### src/rtl/fifo_sync_prog.sv
`default_nettype none
// ============================================================================
// Module      : fifo_sync_prog
// Description : Single-clock FIFO of arbitrary depth. It has a selectable
//               FWFT or registered read mode, programmable almost-full and
//               almost-empty thresholds, an occupancy count with a peak
//               watermark, synchronous flush, and sticky overflow/underflow
//               flags.
// Revision    : 1.0 - initial release
// ============================================================================
module fifo_sync_prog #(
  parameter int DATA_W     = 32,
  parameter int FIFO_DEPTH = 16,
  parameter int CNT_W      = $clog2(FIFO_DEPTH + 1),
  parameter bit FWFT       = 1'b1
) (
  input  logic              clk,
  input  logic              rst,
  input  logic              push,
  input  logic [DATA_W-1:0] data_in,
  input  logic              pop,
  output logic [DATA_W-1:0] data_out,
  output logic              data_valid,
  output logic              full,
  output logic              empty,
  output logic              almost_full,
  output logic              almost_empty,
  input  logic [CNT_W-1:0]  af_level,
  input  logic [CNT_W-1:0]  ae_level,
  output logic [CNT_W-1:0]  count,
  output logic [CNT_W-1:0]  max_count,
  input  logic              flush,
  input  logic              err_clr,
  output logic              overflow,
  output logic              underflow
);

  localparam int                 c_PTR_W    = (FIFO_DEPTH > 1) ? $clog2(FIFO_DEPTH) : 1;
  localparam logic [c_PTR_W-1:0] c_LAST_PTR = c_PTR_W'(FIFO_DEPTH - 1);
  localparam logic [c_PTR_W-1:0] c_PTR_ONE  = c_PTR_W'(1);
  localparam logic [CNT_W-1:0]   c_DEPTH    = CNT_W'(FIFO_DEPTH);
  localparam logic [CNT_W-1:0]   c_CNT_ONE  = CNT_W'(1);

  logic [DATA_W-1:0]  r_mem [FIFO_DEPTH];
  logic [c_PTR_W-1:0] r_wr_ptr;
  logic [c_PTR_W-1:0] r_rd_ptr;
  logic [CNT_W-1:0]   r_count;
  logic [CNT_W-1:0]   r_max_count;
  logic               r_full;
  logic               r_empty;
  logic               r_almost_full;
  logic               r_almost_empty;
  logic               r_overflow;
  logic               r_underflow;

  logic               w_wr_en;
  logic               w_rd_en;
  logic [CNT_W-1:0]   w_count_next;

  // Accept decisions use only the registered flags, so a push while full is
  // refused even when a pop is accepted in the same cycle.
  assign w_wr_en = push && !r_full  && !flush;
  assign w_rd_en = pop  && !r_empty && !flush;

  // Next occupancy. A simultaneous push and pop leaves it unchanged.
  always_comb begin
    w_count_next = r_count;
    if (flush) begin
      w_count_next = '0;
    end else if (w_wr_en && !w_rd_en) begin
      w_count_next = r_count + c_CNT_ONE;
    end else if (w_rd_en && !w_wr_en) begin
      w_count_next = r_count - c_CNT_ONE;
    end
  end

  // Storage array. It has no reset, and a location is written only on an accepted push.
  always_ff @(posedge clk) begin
    if (w_wr_en) begin
      r_mem[r_wr_ptr] <= data_in;
    end
  end

  // Pointers wrap explicitly at FIFO_DEPTH-1, so any depth is supported.
  always_ff @(posedge clk) begin
    if (rst || flush) begin
      r_wr_ptr <= '0;
      r_rd_ptr <= '0;
    end else begin
      if (w_wr_en) begin
        r_wr_ptr <= (r_wr_ptr == c_LAST_PTR) ? '0 : r_wr_ptr + c_PTR_ONE;
      end
      if (w_rd_en) begin
        r_rd_ptr <= (r_rd_ptr == c_LAST_PTR) ? '0 : r_rd_ptr + c_PTR_ONE;
      end
    end
  end

  // Count and status flags. The flags are computed from the next count, so
  // they always agree with count.
  always_ff @(posedge clk) begin
    if (rst) begin
      r_count        <= '0;
      r_full         <= 1'b0;
      r_empty        <= 1'b1;
      r_almost_full  <= 1'b0;
      r_almost_empty <= 1'b1;
    end else begin
      r_count        <= w_count_next;
      r_full         <= (w_count_next == c_DEPTH);
      r_empty        <= (w_count_next == '0);
      r_almost_full  <= (w_count_next >= af_level);
      r_almost_empty <= (w_count_next <= ae_level);
    end
  end

  // Sticky error flags and the peak watermark. A new error event takes
  // priority over a clear in the same cycle.
  always_ff @(posedge clk) begin
    if (rst) begin
      r_overflow  <= 1'b0;
      r_underflow <= 1'b0;
      r_max_count <= '0;
    end else begin
      r_overflow  <= (push && r_full  && !flush) || (r_overflow  && !err_clr);
      r_underflow <= (pop  && r_empty && !flush) || (r_underflow && !err_clr);
      if (err_clr || (w_count_next > r_max_count)) begin
        r_max_count <= w_count_next;
      end
    end
  end

  generate
    if (FWFT) begin : g_fwft
      // The head word is presented combinationally. It is forced to zero while
      // empty, so the output matches its reset value.
      assign data_out   = r_empty ? '0 : r_mem[r_rd_ptr];
      assign data_valid = !r_empty;
    end else begin : g_reg_read
      logic [DATA_W-1:0] r_data_out;
      logic              r_data_valid;

      // Registered read. The strobe is high for one cycle after each accepted pop.
      always_ff @(posedge clk) begin
        if (rst) begin
          r_data_out   <= '0;
          r_data_valid <= 1'b0;
        end else if (w_rd_en) begin
          r_data_out   <= r_mem[r_rd_ptr];
          r_data_valid <= 1'b1;
        end else begin
          r_data_valid <= 1'b0;
        end
      end

      assign data_out   = r_data_out;
      assign data_valid = r_data_valid;
    end
  endgenerate

  assign count        = r_count;
  assign max_count    = r_max_count;
  assign full         = r_full;
  assign empty        = r_empty;
  assign almost_full  = r_almost_full;
  assign almost_empty = r_almost_empty;
  assign overflow     = r_overflow;
  assign underflow    = r_underflow;

endmodule
`default_nettype wire

### config.mk
export PLATFORM = sky130hd
export DESIGN_NAME = fifo_sync_prog
export DESIGN_NICKNAME = d
export VERILOG_FILES = /design/src/rtl/fifo_sync_prog.sv
export SDC_FILE = /design/constraint.sdc
export NUM_CORES = 1
export LEC_CHECK = 0
export CAP_MARGIN = 20
export CORE_MARGIN = 2
export CORE_UTILIZATION = 40
export DETAILED_ROUTE_END_ITERATION = 8
export PLACE_DENSITY_LB_ADDON = 0.1
export RECOVER_POWER = 100
export REMOVE_ABC_BUFFERS = 1
export SLEW_MARGIN = 20
export SYNTH_ARGS = -nofsm -noshare
export SYNTH_HDL_FRONTEND = slang
export SYNTH_SLANG_ARGS = --single-unit
### constraint.sdc
create_clock -name clk -period 4.1 [get_ports clk]
set_input_delay 0.82 -clock clk [delete_from_list [all_inputs] [get_ports clk]]
set_output_delay 0.82 -clock clk [all_outputs]
set_load 0.01 [all_outputs]
==> results of run 1 <==
==> worst max-delay path: cells and delay by family (launching register included) <==
kind | cells | cell delay (ns)
buffers and inverters | 2 | 0.82
DFF | 1 | 0.42
muxes | 2 | 1.09
and+or+nand+nor | 1 | 0.18
==> layout make-up <==
| cell class | count | area (µm²) |
|---|---|---|
| antenna | 1 | 2.50 |
| clock buffer | 71 | 1520 |
| clock inverter | 35 | 241 |
| fill | 4376 | 27500 |
| inverter | 21 | 78.8 |
| multi-input combinational | 351 | 4900 |
| sequential | 540 | 15900 |
| tap | 688 | 861 |
| timing repair buffer | 145 | 1330 |
==> registers in the layout (all words and copies together) (netlist names), named ones only <==
| register | flops |
|---|---|
| r_wr_ptr | 4 |
| max_count | 5 |
| overflow | 1 |
| almost_full | 1 |
| r_rd_ptr | 4 |
| almost_empty | 1 |
| full | 1 |
| count | 5 |
| underflow | 1 |
| r_mem | 512 |
| empty | 1 |
==> where the power goes <==
part / switching, µW / internal [µW]
combinational: 213 / 167
sequential: 13.5 / 6060
clock: 2090 / 2750
total: 2310 / 8980
==> kinds of logic (layout without fill, tap and decap cells) <==
kind of cell	after synthesis	count (layout)	share of synthesized area (%)
AND/OR/NAND/NOR	119	119	3.12
multiplexers	161	161	17.1
other	0	1	0
adder cells (fa/ha/maj)	23	23	1.35
flip-flops	540	540	75.6
AO/OA/AOI/OAI	44	44	1.39
XOR/XNOR	4	4	0.166
buffers and inverters	63	272	1.23
==> per-layer routing <==
metal	GRT usage, %	vias up	wire length, µm
li1	-	4329	-
met1	26.6	5362	22400
met2	29.0	205	23400
met3	3.06	55	1940
met4	3.74	2	651
met5	0	-	14
==> worst min path at each step <==
stage	depth (start not counted)	slack, ns	from	endpoint
after floorplan	1	0.47	r_rd_ptr[3]	register
after global placement	2	0.48	overflow	overflow
after detailed placement	2	0.48	underflow	underflow
after CTS	2	0.49	max_count[1]	max_count[1]
after global routing	2	0.52	max_count[2]	max_count[2]
final	2	0.48	overflow	overflow
==> synth_stat cells (2+ instances only) <==
library cell	number	area share (%)
edfxtp_1	512	73
mux4_2	160	17
and2_1	34	1.0
dfxtp_1	28	2.7
nor2_1	24	0.43
clkbuf_1	23	0.41
ha_1	22	1.3
inv_1	20	0.36
nand2_1	20	0.36
a21oi_1	14	0.33
buf_2	13	0.31
nand3_1	8	0.19
o21ai_0	8	0.19
buf_1	5	0.089
nor3_1	5	0.12
nand2b_1	4	0.12
nor2b_1	4	0.12
a211oi_1	3	0.11
a32oi_1	3	0.12
o21a_1	3	0.11
o22ai_1	3	0.089
a31oi_1	2	0.059
and3_1	2	0.059
nand3b_1	2	0.071
nor3b_1	2	0.071
or4_1	2	0.071
or4_4	2	0.11
xnor2_1	2	0.083
xor2_1	2	0.083
==> repair_timing <==
action,CTS,global route
endpoints found under the hold margin,0,0
endpoints found under the setup margin,0,7
buffers inserted,0,0
gates resized for setup,0,2
==> metrics by stage <==
step	cells	setup TNS (ns)	setup slack (ns)
after floorplan	912	-118.01	-3.32
after global placement	1745	0	0.0799
after detailed placement	1745	0	0.0732
after CTS	1851	0	0.0157
after global routing	1851	-0.0179	-0.0179
final	1852	0	0.113
==> metrics.yaml, run 1 <==
detailed_routing:
  drc: 0
  wl_per_cell_um: 26.1
  via_per_inst: 5.37
  totalWireLength_um: 48400
  first_pass_iters: 5
  drt_iter0_drc: 750
  num_vias: 9953
  ant_nets: 0
layout:
  utilization_pct: 47.5
  drive_gt1_share_pct: 24.5
  design_area_um2: 24900
  nets: 1187
  final_cell_mix: "edfxtp_1, mux4_2, clkbuf_16"
  final_common_cell: "edfxtp_1"
  area_growth_pct: 18.1
floorplanning:
  boundaryPins: 97
  die_h_um: 234
  coreArea_um2: 52300
  die_x_um: 234
  die-area_um2: 54600
  start_util_pct: 40.3
  num_rows: 84
global_routing:
  antenna_found_initial: 3
  grt_max_degree: 48
  grt_overflow: 0
  grtUsageTotal_pct: 18.2
  grt_first_pass_wirelength_um: 71000
  grt_pass1_vias: 10395
sta:
  setup_viol: 0
  hold_viol: 0
  fin_skew_ns: 0.0265
  clock.fmax_mhz: 251
  hold-worst-slack_ns: 0.485
  worst_slew_pin_slew_ns: 1.81
  drv_slew: 19
  min_period_over_period_pct: 97.2
  finalCriticalPeriod_ns: 3.99
  rsz0062_at_grt: "yes"
  maxSlewHeadroom_pct: -20.7
worst_setup_path:
  worst_path_largest_cell_delay_ns: 0.57
  crit_arrival_ns: 3.17
  crit_path_frequent_cell: "mux4_2"
  cp-start-kind: "register"
  crit_type: "reg -> out"
  rr_worst_depth: 5
  worstSetupEndpointType: "primary output"
  path_max_fanout: 45
  r2r_slack_ns: 0.81
  worstPathCellList: "buf_12, mux4_2, mux4_2, and2_1, clkdlybuf4s50_1"
  crit_path_end: "data_out[30]"
  r2r-end: "r_mem[4][19]"
  crit_required_ns: 3.28
  cp_slowest_cell: "mux4_2"
  r2r_start: "full"
synth:
  synthArstFlopShare_pct: 0
  synth-seq-area-share_pct: 75.6
  synthFlopType: "edfxtp_1"
  postSynthCellCount: 954
  synth.avg_cell_area_um2: 22.1
  synth_edf_count: 512
  synth_area_um2: 21100
  synth_cell_types: 51
  ys.warnings.count: 0
  ys_ff_latch: 540
placed_design:
  post_dp_cell_area_um2: 23400
  dp_hpwl_um: 26800
  port_buffers: 96
  gp_congestion: 0.755
cts:
  cts_hold_buf: 0
  cts_tree: "done"
  cts_sinks: 540
  clk_pin_slew_worst_paths_ns: 0.06
  clk_latency_ns: 0.62
  cts.path.max_buffers: 3
  root_buffer: "clkbuf_16"
  numCtsBuffers: 58
  h-tree-depth: 2
hold_path:
  hold_path.class: "reg -> reg"
flow_run:
  cap_violations: 1
outcome:
  violations: "max-capacitance violations, max-slew violations"
  outcome: "finished with violations"
power_and_ir_drop:
  design_power_total_uw: 11300
  leakage_uw: 0.00767
  peakVddDrop_v: 0.000284
  pwr_density_cell_nw_per_um2: 454
Power figures use the tool's default switching activity.
==> run 2: changes to the inputs <==
CELL_PAD_IN_SITES_DETAIL_PLACEMENT = 1   (was not set)
CELL_PAD_IN_SITES_GLOBAL_PLACEMENT = 2   (was not set)
==> metrics.yaml, run 2 (synthesis results as in run 1) <==
global_routing:
  grt_max_degree: 42  # -13%
  grtUsageTotal_pct: 18.6  # +0.40 points
  antenna_found_initial: 2  # -1
  grt_overflow: 0  # unchanged
  grt_pass1_vias: 11017  # +6.0%
  grt_first_pass_wirelength_um: 73300  # +3.2%
placed_design:
  port_buffers: 96  # unchanged
  pre_cts_ws_ns: 0.0145  # -0.0587 ns
  post_dp_cell_area_um2: 23400  # about the same
  placed_cells: 1749  # +0.23%
  dp_hpwl_um: 27800  # +3.8%
  gp_congestion: 0.726  # -3.9%
floorplanning:
  num_rows: 84  # unchanged
  die-area_um2: 54600  # unchanged
  coreArea_um2: 52300  # unchanged
  die_h_um: 234  # unchanged
  die_x_um: 234  # unchanged
  boundaryPins: 97  # unchanged
  start_util_pct: 40.3  # unchanged
power_and_ir_drop:
  pwr_density_cell_nw_per_um2: 456  # +0.57%
  leakage_uw: 0.00768  # +0.11%
  peakVddDrop_v: 0.000304  # +7.0%
cts:
  cts_tree: "done"
  numCtsBuffers: 56  # -3.4%
  cts.path.max_buffers: 3  # unchanged
  clk_latency_ns: 0.61  # about the same
  cts_sinks: 540  # unchanged
  cts_resized: 0  # unchanged
  clk_pin_slew_worst_paths_ns: 0.06  # about the same
  root_buffer: "clkbuf_16"
  h-tree-depth: 2  # unchanged
layout:
  drive_gt1_share_pct: 24.8  # +0.26 points
  utilization_pct: 47.8  # +0.23 points
  final_cell_mix: "edfxtp_1, mux4_2, clkbuf_16"
  design_area_um2: 25000  # +0.49%
  top_register: "r_mem"
  largest_register_ffs: 512  # unchanged
  nets: 1194  # +0.59%
  final_cells: 1860  # +0.43%
  final_common_cell: "edfxtp_1"
  fill_cells: 4776  # +9.1%
  area_growth_pct: 18.6
worst_setup_path:
  r2r_slack_ns: 0.78  # -0.03 ns
  crit_arrival_ns: 3.17  # about the same
  r2r_start: "count[0]"
  crit_required_ns: 3.28  # about the same
  path_max_fanout: 41  # -8.9%
  r2r-end: "max_count[3]"
  cp-start-kind: "register"
  worstSetupEndpointType: "primary output"
  rr_worst_depth: 12  # +7
  crit_type: "reg -> out"
sta:
  rsz0062_at_grt: "no"
  min_period_over_period_pct: 97.4  # +0.11 points
  maxSlewHeadroom_pct: -8.02  # +13 points
  fin_skew_ns: 0.0232  # -0.00330 ns
  setup_viol: 0  # unchanged
  drv_slew: 18  # -1
  setup_slack_ns: 0.108  # -0.00462 ns
  finalCriticalPeriod_ns: 3.99  # +0.00462 ns
  fin_tns_setup_ns: 0  # unchanged
  hold_viol: 0  # unchanged
  worst_slew_pin_slew_ns: 1.62  # -0.191 ns
  clock.fmax_mhz: 251  # -0.12%
outcome:
  outcome: "finished with violations"
  violations: "max-capacitance violations, max-slew violations"
flow_run:
  cap_violations: 1  # unchanged
detailed_routing:
  drc: 0  # unchanged
  totalWireLength_um: 49300  # +1.9%
  wl_per_cell_um: 26.5  # +1.4%
  first_pass_iters: 5  # unchanged
  via_per_inst: 5.43  # +1.1%
  num_vias: 10106  # +1.5%
  ant_nets: 0  # unchanged
  drt_iter0_drc: 708  # -5.6%
hold_path:
  hold_path.class: "reg -> reg"
  hold_path_end: "max_count[1]"
  hold_depth: 2  # unchanged
  worstHoldStart: "max_count[1]"
[run 2: cell count changes in the layout (fill, tap and decap cells not counted), moves of 3 or more]
cell	delta
and2_0	-5
nor2_1	-3
buf_12	+4
buf_4	+4
bufinv_16	+3
clkbuf_1	+10
and2_1	+5
clkbuf_2	-6
clkbuf_16	-3
nor2_4	+3
[run 2: power breakdown]
group	switching [µW]	internal (µW)	leakage, µW
clock network	2110	2840	0.000863
registers	13.6	6060	0.00484
logic	220	168	0.00198
total	2340	9070	0.00768
[run 2: timing repair]
action / in CTS / in global routing
hold buffers: 0 / 0
endpoints found under the setup margin: 21 / 0
buffers inserted: 5 / 0
endpoints found under the hold margin: 0 / 0
[run 2: worst max-delay path by stage]
stage | start | to | slack (ns) | depth (start not counted)
after floorplan | register | data_out[0] | -3.32 | 3
after global placement | push | max_count[3] | 0.12 | 12
after detailed placement | push | max_count[3] | 0.01 | 12
after CTS | register | data_out[17] | 0.06 | 5
after global routing | register | data_out[20] | 0.01 | 6
final | register | data_out[17] | 0.11 | 5
[run 2: final cells by class]
class                           instances  area [µm²]  area share, %
Multi-Input combinational cell        351        4930           19.7
Inverter                               21        78.8          0.315
Sequential cell                       540       15900           63.8
Clock inverter                         34         328           1.31
Clock buffer                           71        1460           5.83
Antenna cell                            1        2.50         0.0100
Timing Repair Buffer                  154        1410           5.63
Tap cell                              688         861           3.44
[run 2: worst max-delay path, cell delays in order (launching register included)]
cell and delay (ns):
dfxtp_4 0.61, buf_12 0.32, mux4_2 0.37, mux4_2 0.50, and2_1 0.24, clkdlybuf4s50_1 0.51
[run 2: metal layers]
metal  part of all wire, %  global-route usage, %  up-vias
li1                      -                      -     4345
met1                    45                   25.7     5505
met2                    50                   31.0      192
met3                   3.9                   3.21       64
met4                   1.7                   4.19        0
met5                     0                      0        -
[run 2: metrics by stage]
stage | hold WS, ns | total power (µW)
after floorplan | 0.466 | 6360
after global placement | 0.495 | 6590
after detailed placement | 0.493 | 6600
after CTS | 0.500 | 11600
after global routing | 0.513 | 11800
final | 0.494 | 11400
==> run 3: changes to the inputs <==
CORE_UTILIZATION = 43   (was 40)
CTS_CLUSTER_DIAMETER = 100   (was not set)
==> metrics.yaml, run 3 (synthesis results as in run 1) <==
floorplanning:
  num_rows: 81  # -3.6%
  boundaryPins: 97  # unchanged
  coreArea_um2: 48600  # -7.1%
  die_h_um: 225  # -3.5%
  die_x_um: 225  # -3.5%
  die-area_um2: 50800  # -6.9%
  start_util_pct: 43.3  # +3.1 points
layout:
  drive_gt1_share_pct: 25.8  # +1.1 points
  final_cells: 1787  # -3.9%
  area_growth_pct: 18.7  # about the same
  top_register: "r_mem"
  final_common_cell: "edfxtp_1"
  final_cell_mix: "edfxtp_1, mux4_2, clkbuf_16"
  nets: 1189  # -0.42%
  diodes: 0  # -1
  largest_register_ffs: 512  # unchanged
worst_setup_path:
  cp-start-kind: "register"
  worstSetupEndpointType: "primary output"
  crit_required_ns: 3.28  # about the same
  path_max_fanout: 16  # -61%
  crit_type: "reg -> out"
  crit_arrival_ns: 3.13  # -0.04 ns
global_routing:
  grt_overflow: 0  # unchanged
  grt_first_pass_wirelength_um: 72800  # -0.68%
  grtUsageTotal_pct: 20.0  # +1.4 points
  grt_pass1_vias: 10738  # -2.5%
  antenna_found_initial: 3  # +1
  grt_max_degree: 45  # +7.1%
detailed_routing:
  drc: 0  # unchanged
  first_pass_iters: 5  # unchanged
  drt_iter0_drc: 782  # +10%
  ant_nets: 0  # unchanged
  totalWireLength_um: 49200  # -0.15%
  wl_per_cell_um: 27.6  # +3.9%
  via_per_inst: 5.64  # +3.7%
  num_vias: 10071  # -0.35%
sta:
  drv_slew: 18  # unchanged
  setup_viol: 0  # unchanged
  rsz0062_at_grt: "no"
  finalCriticalPeriod_ns: 3.95  # -0.0456 ns
  min_period_over_period_pct: 96.2  # -1.1 points
  clock.fmax_mhz: 253  # +1.2%
  hold_viol: 0  # unchanged
  fin_skew_ns: 0.0236  # +0.000454 ns
  worst_slew_pin_slew_ns: 1.51  # -0.109 ns
  maxSlewHeadroom_pct: -0.778  # +7.2 points
cts:
  clk_pin_slew_worst_paths_ns: 0.06  # about the same
  h-tree-depth: 2  # unchanged
  cts_resized: 0  # unchanged
  cts_tree: "done"
  cts.path.max_buffers: 3  # unchanged
  clk_latency_ns: 0.61  # about the same
  cts_hold_buf: 0  # unchanged
  numCtsBuffers: 56  # unchanged
  root_buffer: "clkbuf_16"
  cts_sinks: 540  # unchanged
power_and_ir_drop:
  design_power_total_uw: 11700  # +2.6%
  pwr_density_cell_nw_per_um2: 468  # +2.5%
  peakVddDrop_v: 0.000335  # +10%
  leakage_uw: 0.00776  # +1.0%
outcome:
  violations: "max-capacitance violations, max-slew violations"
  outcome: "finished with violations"
placed_design:
  gp_congestion: 0.711  # -2.0%
  placed_cells: 1680  # -3.9%
  dp_hpwl_um: 27400  # -1.6%
  port_buffers: 96  # unchanged
flow_run:
  cap_violations: 1  # unchanged
hold_path:
  hold_path.class: "reg -> reg"
-- run 3: cell count changes in the layout (fill, tap and decap cells not counted), moves of 3 or more --
cell / change
bufinv_16: +3
clkinv_2: +7
clkbuf_1: -13
and2_1: +3
nor2_1: +3
buf_4: -8
clkinv_1: -7
clkbuf_2: +6
clkbuf_8: +3
and2_0: -3
nor2_4: -3
-- run 3: path summary, 6_finish.rpt --
kind | startpoint | endpoint | slack [ns] | cells past startpoint
max | register | data_out[16] | 0.15 | 6
min | overflow | overflow | 0.47 | 2
max reg2reg | count[0] | max_count[4] | 0.90 | 12
min reg2reg | overflow | overflow | 0.47 | 2
-- run 3: power by group --
part,switching (µW),internal (µW)
registers,13.9,6060
logic,218,171
clock network,2140,3110
total,2370,9330
-- run 3: area by class of cell --
| type | count | area [µm²] |
|---|---|---|
| Multi-Input combinational cell | 351 | 4910 |
| Clock buffer | 67 | 1490 |
| Fill cell | 4261 | 23600 |
| Tap cell | 622 | 778 |
| Sequential cell | 540 | 15900 |
| Clock inverter | 37 | 409 |
| Timing Repair Buffer | 149 | 1410 |
| Inverter | 21 | 78.8 |
-- run 3: metrics by stage --
step	cell area, µm²	TNS [ns]	hold WS, ns	worst slack [ns]	utilization [%]
2_1_floorplan	20900	-118.01	0.466	-3.32	-
3_3_place_gp	23400	0	0.476	0.107	48.0
3_5_place_dp	23400	0	0.474	0.0932	48.0
4_1_cts	25300	0	0.488	0.0412	52.0
5_1_grt	25000	0	0.502	0.0322	51.5
6_report	25000	0	0.473	0.154	51.5
-- run 3: critical path, stage by stage, from the launching register on --
cell,delay (ns)
dfxtp_4,0.39
buf_12,0.15
buf_6,0.26
mux4_2,0.56
mux4_2,0.46
and2_1,0.22
clkdlybuf4s50_1,0.49
-- run 3: per-layer routing --
layer,share of wire [%],vias up,GRT usage [%]
met2,50,216,32.6
met4,1.6,6,4.59
met5,0.083,-,0
li1,-,4337,-
met1,45,5449,28.5
met3,3.9,63,3.35
-- run 3: what timing repair did --
action | 4_1_cts | 5_1_grt
setup buffers | 2 | 1
endpoints found under the setup margin | 22 | 1
pin swaps | 0 | 0
